**config.mk**
```make
export PLATFORM = sky130hd
export DESIGN_NAME = tinyalu_arbiter
export DESIGN_NICKNAME = d
export VERILOG_FILES = /design/src/rtl/tinyalu_pkg.sv /design/src/rtl/tinyalu_arbiter_rr_picker.sv /design/src/rtl/tinyalu_arbiter.sv
export SDC_FILE = /design/constraint.sdc
export NUM_CORES = 1
export LEC_CHECK = 0
export BUFFER_PORTS_ARGS = -buffer_cell sky130_fd_sc_hd__buf_2
export CAP_MARGIN = 20
export CORE_MARGIN = 5
export CORE_UTILIZATION = 40
export DETAILED_ROUTE_END_ITERATION = 10
export GPL_TIMING_DRIVEN = 1
export PLACE_DENSITY_LB_ADDON = 0.12
export RECOVER_POWER = 50
export SYNTH_ARGS = -nofsm -noshare
export SYNTH_HDL_FRONTEND = slang
export SYNTH_SLANG_ARGS = --single-unit
```
**constraint.sdc**
```tcl
create_clock -name clk -period 8.4 [get_ports clk]
set_input_delay 0.42 -clock clk [delete_from_list [all_inputs] [get_ports clk]]
set_output_delay 0.42 -clock clk [all_outputs]
set_load 0.03 [all_outputs]
```
**src/rtl/tinyalu_pkg.sv**
```systemverilog
// tinyalu_pkg: shared types for the tinyalu datapath and its front-end arbiter.
//   operation_t : 3-bit tinyalu opcode encoding (5 and 6 are unused codes)
//   arb_state_t : tinyalu_arbiter FSM states
//   is_alu_op() : 1 for opcodes that need the shared ALU, 0 for locally completed ones
package tinyalu_pkg;

  typedef enum logic [2:0] {
    no_op  = 3'b000,
    add_op = 3'b001,
    and_op = 3'b010,
    xor_op = 3'b011,
    mul_op = 3'b100,
    rst_op = 3'b111
  } operation_t;

  typedef enum logic [1:0] {
    IDLE  = 2'd0,
    ISSUE = 2'd1,
    RESP  = 2'd2
  } arb_state_t;

  // Result reported when the ALU never raises done.
  localparam logic [15:0] TIMEOUT_RESULT = 16'hFFFF;

  function automatic logic is_alu_op(input operation_t op);
    logic r;
    case (op)
      add_op, and_op, xor_op, mul_op: r = 1'b1;
      default:                        r = 1'b0;
    endcase
    return r;
  endfunction

endpackage

```
**src/rtl/tinyalu_arbiter_rr_picker.sv**
```systemverilog
// rr_picker: combinational round-robin priority selector.
//   req   [N-1:0]  : request vector
//   ptr   [IW-1:0] : index that currently has highest priority
//   grant [N-1:0]  : one-hot grant (all zero when no request)
//   idx   [IW-1:0] : encoded index of the granted request
//   valid          : at least one request present
module rr_picker #(
  parameter int N  = 4,
  parameter int IW = (N > 1) ? $clog2(N) : 1
) (
  input  logic [N-1:0]  req,
  input  logic [IW-1:0] ptr,
  output logic [N-1:0]  grant,
  output logic [IW-1:0] idx,
  output logic          valid
);

  // Scan from ptr upward with wrap-around; the first set request wins.
  always_comb begin
    int   j_s;
    logic hit_s;
    grant = '0;
    idx   = '0;
    valid = 1'b0;
    j_s   = 0;
    hit_s = 1'b0;
    for (int i = 0; i < N; i++) begin
      j_s      = int'(ptr) + i;
      j_s      = (j_s >= N) ? (j_s - N) : j_s;
      hit_s    = !valid && req[j_s];
      grant[j_s] = hit_s;
      idx      = hit_s ? IW'(j_s) : idx;
      valid    = valid | hit_s;
    end
  end

endmodule

```
**src/rtl/tinyalu_arbiter.sv**
```systemverilog
// tinyalu_arbiter: shares one tinyalu between NUM_REQ requesters.
// Round-robin grant, start/done sequencing, local completion of non-ALU
// opcodes, and abort with err=1 / result 0xFFFF after TIMEOUT start cycles.
//   clk, reset_n                 : clock, async active-low reset
//   req / req_A / req_B / req_op : per-requester request and operands (slice i = requester i)
//   ack, rsp_result, rsp_err     : one-hot one-cycle completion with result and timeout flag
//   busy                         : FSM not in IDLE
//   alu_A / alu_B / alu_op / alu_start, alu_done / alu_result : tinyalu side
module tinyalu_arbiter
  import tinyalu_pkg::*;
#(
  parameter int NUM_REQ = 4,
  parameter int TIMEOUT = 15
) (
  input  logic                 clk,
  input  logic                 reset_n,
  input  logic [NUM_REQ-1:0]   req,
  input  logic [NUM_REQ*8-1:0] req_A,
  input  logic [NUM_REQ*8-1:0] req_B,
  input  logic [NUM_REQ*3-1:0] req_op,
  output logic [NUM_REQ-1:0]   ack,
  output logic [15:0]          rsp_result,
  output logic                 rsp_err,
  output logic                 busy,
  output logic [7:0]           alu_A,
  output logic [7:0]           alu_B,
  output logic [2:0]           alu_op,
  output logic                 alu_start,
  input  logic                 alu_done,
  input  logic [15:0]          alu_result
);

  localparam int IW = $clog2(NUM_REQ);
  localparam int CW = $clog2(TIMEOUT + 1);

  arb_state_t         state_r, state_s;
  logic [7:0]         a_r, a_s, b_r, b_s;
  operation_t         op_r, op_s;
  logic [IW-1:0]      idx_r, idx_s, ptr_r, ptr_s;
  logic [CW-1:0]      cnt_r, cnt_s;
  logic [NUM_REQ-1:0] ack_r, ack_s;
  logic [15:0]        result_r, result_s;
  logic               err_r, err_s, start_r, start_s;

  logic [NUM_REQ-1:0] pick_grant_s;
  logic [IW-1:0]      pick_idx_s;
  logic               pick_valid_s;
  logic [7:0]         pick_a_s, pick_b_s;
  operation_t         pick_op_s;
  logic [NUM_REQ-1:0] idx_onehot_s;

  // ptr_r holds the index with highest priority: 0 after reset, last granted + 1 afterwards.
  rr_picker #(.N(NUM_REQ), .IW(IW)) u_picker (
    .req   (req),
    .ptr   (ptr_r),
    .grant (pick_grant_s),
    .idx   (pick_idx_s),
    .valid (pick_valid_s)
  );

  assign pick_a_s     = req_A[int'(pick_idx_s)*8 +: 8];
  assign pick_b_s     = req_B[int'(pick_idx_s)*8 +: 8];
  assign pick_op_s    = operation_t'(req_op[int'(pick_idx_s)*3 +: 3]);
  assign idx_onehot_s = {{(NUM_REQ-1){1'b0}}, 1'b1} << idx_r;

  // Next-state and next-output logic; outputs are registered so they line up with the state.
  always_comb begin
    state_s  = state_r;
    a_s      = a_r;
    b_s      = b_r;
    op_s     = op_r;
    idx_s    = idx_r;
    ptr_s    = ptr_r;
    cnt_s    = cnt_r;
    ack_s    = '0;
    result_s = 16'h0000;
    err_s    = 1'b0;
    start_s  = 1'b0;
    case (state_r)
      IDLE: begin
        if (pick_valid_s) begin
          a_s   = pick_a_s;
          b_s   = pick_b_s;
          op_s  = pick_op_s;
          idx_s = pick_idx_s;
          cnt_s = '0;
          if (is_alu_op(pick_op_s)) begin
            state_s = ISSUE;
            start_s = 1'b1;
          end else begin
            // Local opcode: acknowledge with result 0 without touching the ALU.
            state_s = RESP;
            ack_s   = pick_grant_s;
          end
        end else begin
          state_s = IDLE;
        end
      end
      ISSUE: begin
        if (alu_done) begin
          state_s  = RESP;
          ack_s    = idx_onehot_s;
          result_s = alu_result;
        end else if (cnt_r == CW'(TIMEOUT - 1)) begin
          state_s  = RESP;
          ack_s    = idx_onehot_s;
          result_s = TIMEOUT_RESULT;
          err_s    = 1'b1;
        end else begin
          start_s = 1'b1;
          cnt_s   = cnt_r + CW'(1);
        end
      end
      RESP: begin
        state_s = IDLE;
        ptr_s   = (idx_r == IW'(NUM_REQ - 1)) ? '0 : idx_r + IW'(1);
      end
      default: begin
        state_s = IDLE;
      end
    endcase
  end

  // State and output registers.
  always_ff @(posedge clk or negedge reset_n) begin
    if (!reset_n) begin
      state_r  <= IDLE;
      a_r      <= 8'h00;
      b_r      <= 8'h00;
      op_r     <= no_op;
      idx_r    <= '0;
      ptr_r    <= '0;
      cnt_r    <= '0;
      ack_r    <= '0;
      result_r <= 16'h0000;
      err_r    <= 1'b0;
      start_r  <= 1'b0;
    end else begin
      state_r  <= state_s;
      a_r      <= a_s;
      b_r      <= b_s;
      op_r     <= op_s;
      idx_r    <= idx_s;
      ptr_r    <= ptr_s;
      cnt_r    <= cnt_s;
      ack_r    <= ack_s;
      result_r <= result_s;
      err_r    <= err_s;
      start_r  <= start_s;
    end
  end

  assign ack        = ack_r;
  assign rsp_result = result_r;
  assign rsp_err    = err_r;
  assign busy       = (state_r != IDLE);
  assign alu_A      = a_r;
  assign alu_B      = b_r;
  assign alu_op     = op_r;
  assign alu_start  = start_r;

endmodule

```
---- Word level (Yosys, flattened, before mapping) ----
Cells that the tools add are included.
cells by class
  div/mod/pow operators ................... 0
  bitwise gates (word level) .............. 4
  $lt $le $gt $ge ......................... 12
  add/sub/neg operators ................... 9
  reduce and logical (&&, ||, !) cells .... 16
  multiplexer cells ....................... 60
  eq/ne operators ......................... 12
  shifts and indexed selects .............. 4
  $mul .................................... 1
operators by type and width
  operator                                                                        number
  32-bit by 1-bit >= comparator with 1-bit output (second input constant)         4
  32-bit by 4-bit less-than comparator with 1-bit output (second input constant)  4
  32-bit 2-to-1 mux                                                               4
  32-bit by 4-bit >= comparator with 1-bit output (second input constant)         3
  32-bit by 4-bit subtractor with 32-bit output (second input constant)           3
  32-bit by 6-bit indexed part select with 8-bit output                           2
  16-bit 2-to-1 mux                                                               3
  4-bit 2-to-1 mux                                                                7
  1-bit 2-to-1 mux                                                                22
  2-bit 2-to-1 mux                                                                9
  4-bit case mux with 2 select lines                                              2
  4-bit bitwise mux                                                               3
  12-bit by 5-bit indexed part select with 3-bit output                           1
  1-bit binary-select mux with 2-bit select                                       4
  1-bit demux with 2-bit select                                                   4
  1-bit logical AND                                                               7
  2-bit by 2-bit adder with 3-bit output (second input constant)                  2
  3-bit by 2-bit == test with 1-bit output (second input constant)                2
  2-bit inequality test (second input constant)                                   3
  4-bit by 1-bit adder with 4-bit output (second input constant)                  1
  4-bit AND                                                                       1
  2-bit == test (second input constant)                                           2
  4-bit == test (second input constant)                                           1
  2-bit by 2-bit multiplier with 4-bit output (second input constant)             1
  18 further kinds                                                                23
word-level totals
  memories kept ........................... 0
  register bits after elaboration ......... 51
  bits of input ports ..................... 99
  output and inout bits ................... 42
  latch bits .............................. 0
  bits in writable memories ............... 0
  memory bits (read-only) ................. 0

---- Longest topological paths before layout ----
  word-level depth ........................ 24
  mapped depth ............................ 12

---- Cells and area by module ----
A second synthesis with hierarchy kept.
second synthesis, totals
  cell total of the unflattened synthesis .. 302
  area total of the unflattened synthesis .. 3,164.3 µm²
by module, submodules not included
  module           sequential area each (µm²)  times used  area each (µm²)  cells each
  tinyalu_arbiter  1,276.2                     1           2,646.3          244
  rr_picker        0.0                         1           518.0            58

---- Worst setup path after synthesis ----
No wires, ideal clock.
  kind .................................... reg2reg
  start point ............................. register ptr_r[0]
  end point ............................... register state_r[1]
  period minus slack after synthesis ...... 2,977 ps
  setup time .............................. 143 ps
  data arrival time ....................... 2,834 ps
  path buffers ............................ 4
  stages on the path, launching flop included .. 12
  slack ................................... 5,423 ps
  cells stage by stage .................... dfrtp_1 -> buf_6 -> clkbuf_1 -> inv_1 -> ha_1 -> clkbuf_1 -> mux2_4 -> a2111oi_4 -> buf_6 -> a21oi_1 -> a22oi_4 -> o21ai_0
on the way
  word-level cells in the longest chain between the ends .. 24
  elaborated cells on any way between the ends .. 53
RTL lines
  element                                                                                RTL line                                                          RTL
  from (decl)                                                                            tinyalu_arbiter.sv:39                                             logic [IW-1:0] idx_r, idx_s, ptr_r, ptr_s;
  from (signal assigned)                                                                 tinyalu_arbiter.sv:144                                            ptr_r <= ptr_s;
  2-bit by 1-bit adder with 3-bit output, or another cell as far along                   tinyalu_arbiter_rr_picker.sv:28                                   j_s = int'(ptr) + i;
  32-bit by 4-bit subtractor with 32-bit output, or another cell as far along            tinyalu_arbiter_rr_picker.sv:29                                   j_s = (j_s >= N) ? (j_s - N) : j_s;
  32-bit 2-to-1 mux / 1-bit binary-select mux with 2-bit select (equally long branches)  tinyalu_arbiter_rr_picker.sv:29, tinyalu_arbiter_rr_picker.sv:30
  1-bit binary-select mux with 2-bit select / 1-bit 2-to-1 mux (equally long branches)   tinyalu_arbiter_rr_picker.sv:30                                   hit_s = !valid && req[j_s];
  1-bit 2-to-1 mux (not written as such)                                                 tinyalu_arbiter_rr_picker.sv:30
  1-bit 2-to-1 mux (not written as such) / 1-bit zero test (equally long branches)       tinyalu_arbiter_rr_picker.sv:30
  1-bit logical AND                                                                      tinyalu_arbiter_rr_picker.sv:30
  1-bit OR                                                                               tinyalu_arbiter_rr_picker.sv:33                                   valid = valid | hit_s;
  (+8 left out)                                                                          -
  3-bit by 1-bit == test with 1-bit output, or another cell as far along                 tinyalu_pkg.sv:27                                                 case (op)
  4-bit OR reduction                                                                     tinyalu_pkg.sv:27
  1-bit 2-to-1 mux                                                                       tinyalu_pkg.sv:27
  1-bit 2-to-1 mux                                                                       tinyalu_arbiter.sv:81                                             if (pick_valid_s) begin
  1-bit 2-to-1 mux                                                                       tinyalu_arbiter.sv:79                                             case (state_r)
  2-bit 2-to-1 mux                                                                       tinyalu_arbiter.sv:87                                             if (is_alu_op(pick_op_s)) begin
  2-bit 2-to-1 mux *                                                                     tinyalu_arbiter.sv:81
  2-bit case mux with 2 select lines *                                                   tinyalu_arbiter.sv:79
  to (signal assigned)                                                                   tinyalu_arbiter.sv:139                                            state_r <= state_s;
  to (decl)                                                                              tinyalu_arbiter.sv:36                                             arb_state_t state_r, state_s;
Every way passes the cells marked *; elsewhere a longest branch is shown, timed or not. The select of a mux whose other input is x is not followed.
A chain may end at the register's enable or synchronous reset.

---- Final worst setup path ----
Ends and elaborated chain as after synthesis.

==> out/qor.txt <==
number of register bits inferred by synthesis = 51
CTS-repair resized insts = 0
depth of the worst hold-timing path = 3
clock-pin slew on the worst setup and hold paths = 100 ps
FP Rows = 33
summed instance area of the synthesized netlist = 3310 um^2
worst setup slack after placement = 4990 ps
arithmetic-cell share of the synthesized area counting full adders, half adders and majority gates = 0.0378
mux share of post-synthesis cell area = 0.212
Clock Tree Root = sky130_fd_sc_hd__clkbuf_8
Synth Instances = 333
Power Dens Cells = 386 nW/um^2
hold worst-path end = rsp_result[10]
achievable clock frequency = 297 MHz
Max Buffers Root-to-Sink = 2
area fraction in and, or, nand and nor cells after synthesis = 0.115
via count of the first global-routing pass = 2,785
Core ar. = 8130 um^2
number of fillers in the final layout = 794
Crit path required time = 8550 ps
leading cell types by total area after synthesis = sky130_fd_sc_hd__dfrtp_1, sky130_fd_sc_hd__mux2i_1, sky130_fd_sc_hd__mux2_2, sky130_fd_sc_hd__ha_1, sky130_fd_sc_hd__a21oi_1
Max IR drop VDD = 0.000184 V
worst-case headroom to the max-slew limit = -0.816
largest family of logic cells by synthesized area = multiplexers
Critical Path Sink Type = flip-flop
vias after detailed routing = 2,753
number of antenna violations at the first check in global routing = 0
number of hold violations in the final report = 0
total of max-cap violations = 1
final routed DRC violation total = 0
area enclosed by the die boundary = 10,200 um^2
maximum number of pins on one net before global-route repair = 52
largest driver fanout on the critical path = 40
count of flip-flops with a built-in enable after synthesis = 0
final antenna-violating net count = 0
clock buffers created by TritonCTS = 5
crit path kind = reg -> reg
area added between synthesis and finish = 24.4%
global-route wire length before repair = 13.1 mm
antenna diode count = 0
Mean Syn Cell Area = 9.95 um^2
Reg-to-Reg End = state_r[1]
register-to-register setup slack = 5040 ps
die outline height = 101 um
most common cell after layout, fill and taps aside = sky130_fd_sc_hd__buf_2
startpoint of the most critical hold path = alu_result[10]
final setup fails = 0
Final min period = 3360 ps
proportion of synthesized flip-flops having asynchronous set or reset = 1.00
Horiz. Die Dim = 101 um
first-iteration detailed-routing DRC count = 55
final critical-path setup slack = 5040 ps
aggregate global-route resource usage = 0.159
number of setup buffers added after CTS = 0
post-layout net count = 569
Clock H-tree levels = 2
effective utilization at floorplan = 0.407
failing checks = capacitance limit, slew limit
quantity of I/O buffers inserted on ports = 140
Post-synth top flop = sky130_fd_sc_hd__dfrtp_1
launching element type of the critical path = flip-flop
hold-fix buffers at CTS = 0
top cell type's share of synthesized area = 0.385
CP arrival = 3510 ps
run status = finished, violations left
drt first pass iters = 4
detail-routed net length per standard cell = 14.1 um
via count normalized by instance count = 4.86
clock tree skew after final layout = 9.12 ps
cell taking the most area after synthesis = sky130_fd_sc_hd__dfrtp_1
post-route fraction of the period consumed by the critical path = 0.400
count of unique library cells instantiated by Yosys = 49
Reg-to-Reg Start = ptr_r[0]
TritonCTS clock tree = done
post-synthesis share of cell area spent on xor and xnor gates = 0.0159
syn nets = 442
share of the synthesized area in compound gates (AO/OA/AOI/OAI) = 0.167
most frequent cells in the layout = sky130_fd_sc_hd__buf_2, sky130_fd_sc_hd__dfrtp_1, sky130_fd_sc_hd__mux2i_1, sky130_fd_sc_hd__nand2_1, sky130_fd_sc_hd__a21oi_1
Yosys warning count = 0
reg2reg path depth = 8
Final Max Tran Viols = 52
number of clock sinks = 51
final wirelength = 8.00 mm
Seq/Total Area, Yosys = 0.385
gr ovfl total = 0
Post-Route Hold Slack = 332 ps
post-route setup TNS = 0 ps
Pleak = 2.12 nW
RSZ-0062 raised after global routing = false
Final HPWL DP = 6.07 mm
I/O pins = 141
Worst Max-Slew Pin Slew = 2720 ps
Final Wtd Congestion = 0.766
class of the worst hold path = in -> reg
fraction of layout instances using a drive strength above 1 = 0.382
insertion delay to the later sink of the worst-skew pair = 300 ps
[cell families after synthesis]
group | count (synthesis)
adder cells (fa/ha/maj) | 10
multiplexers | 67
AO/OA/AOI/OAI | 75
buffers and inverters | 46
XOR/XNOR | 6
AND/OR/NAND/NOR | 78
flip-flops | 51
[worst max-delay path by stage]
stage / startpoint / cells past startpoint / slack (ps) / end
2_1_floorplan: ptr_r[0] / 11 / 5420 / state_r[1]
3_3_place_gp: ptr_r[0] / 8 / 5110 / state_r[1]
3_5_place_dp: ptr_r[0] / 8 / 4990 / state_r[1]
4_1_cts: ptr_r[0] / 8 / 4990 / state_r[1]
5_1_grt: ptr_r[0] / 8 / 4730 / state_r[1]
6_report: ptr_r[0] / 8 / 5040 / state_r[1]
[registers in the layout, summed over array words and instances (netlist names)]
name        cells
alu_start       1
idx_r           2
alu_B           8
ptr_r           2
rsp_result     16
rsp_err         1
alu_op          3
alu_A           8
ack             4
cnt_r           4
state_r         2
[synthesized netlist by cell type, drive strengths merged, types with 2 or more instances]
library cell / instances
xor2: 2
mux2i: 44
nor2: 14
a2111oi: 3
nand2: 31
clkbuf: 11
o31ai: 5
ha: 10
xnor2: 4
nor2b: 5
dfrtp: 51
a211o: 2
nor3: 5
a21o: 3
inv: 23
nand2b: 6
or3b: 2
mux2: 23
a21oi: 24
nand3b: 4
or2: 4
buf: 12
o21ai: 23
a221o: 3
[critical path: stages, from the launching register on]
cell	delay (ps)
sky130_fd_sc_hd__dfrtp_1	760
sky130_fd_sc_hd__inv_1	190
sky130_fd_sc_hd__ha_1	490
sky130_fd_sc_hd__mux2_4	360
sky130_fd_sc_hd__a2111oi_4	280
sky130_fd_sc_hd__buf_4	560
sky130_fd_sc_hd__a21oi_1	150
sky130_fd_sc_hd__a22oi_4	290
sky130_fd_sc_hd__o21ai_0	130
[cell type report]
type,count,area (um^2),share of cell area
Timing Repair Buffer,143,697,0.169
Multi-Input combinational cell,236,1810,0.440
Sequential cell,51,1280,0.310
Clock inverter,3,47.5,0.0115
Tap cell,105,131,0.0319
Clock buffer,5,68.8,0.0167
Inverter,23,86.3,0.0209
[through the flow]
stage	power (W)	cell area, um^2	utilization	cells
6_report	0.00159	4120	0.507	566
5_1_grt	0.00172	4120	0.507	566
4_1_cts	0.00162	4150	0.510	566
3_5_place_dp	0.00144	4030	0.496	558
3_3_place_gp	0.00142	4030	0.496	558
2_1_floorplan	0.00126	3310	-	333
[report_power, final]
part           switching [W]  internal [W]  leakage [nW]  total [W]
Combinational       0.000584      0.000431          1.40    0.00102
Clock              0.0000854     0.0000904        0.0587   0.000176
Sequential         0.0000666      0.000333         0.659   0.000400
[layer usage]
| layer | global-route usage | vias up | wire length, um |
|---|---|---|---|
| li1 | - | 1424 | - |
| met1 | 0.189 | 1239 | 3080 |
| met2 | 0.278 | 86 | 4160 |
| met3 | 0.0554 | 4 | 722 |
| met4 | 0.0348 | 0 | 45 |
| met5 | 0 | - | 0 |
Power figures use the tool's default switching activity.
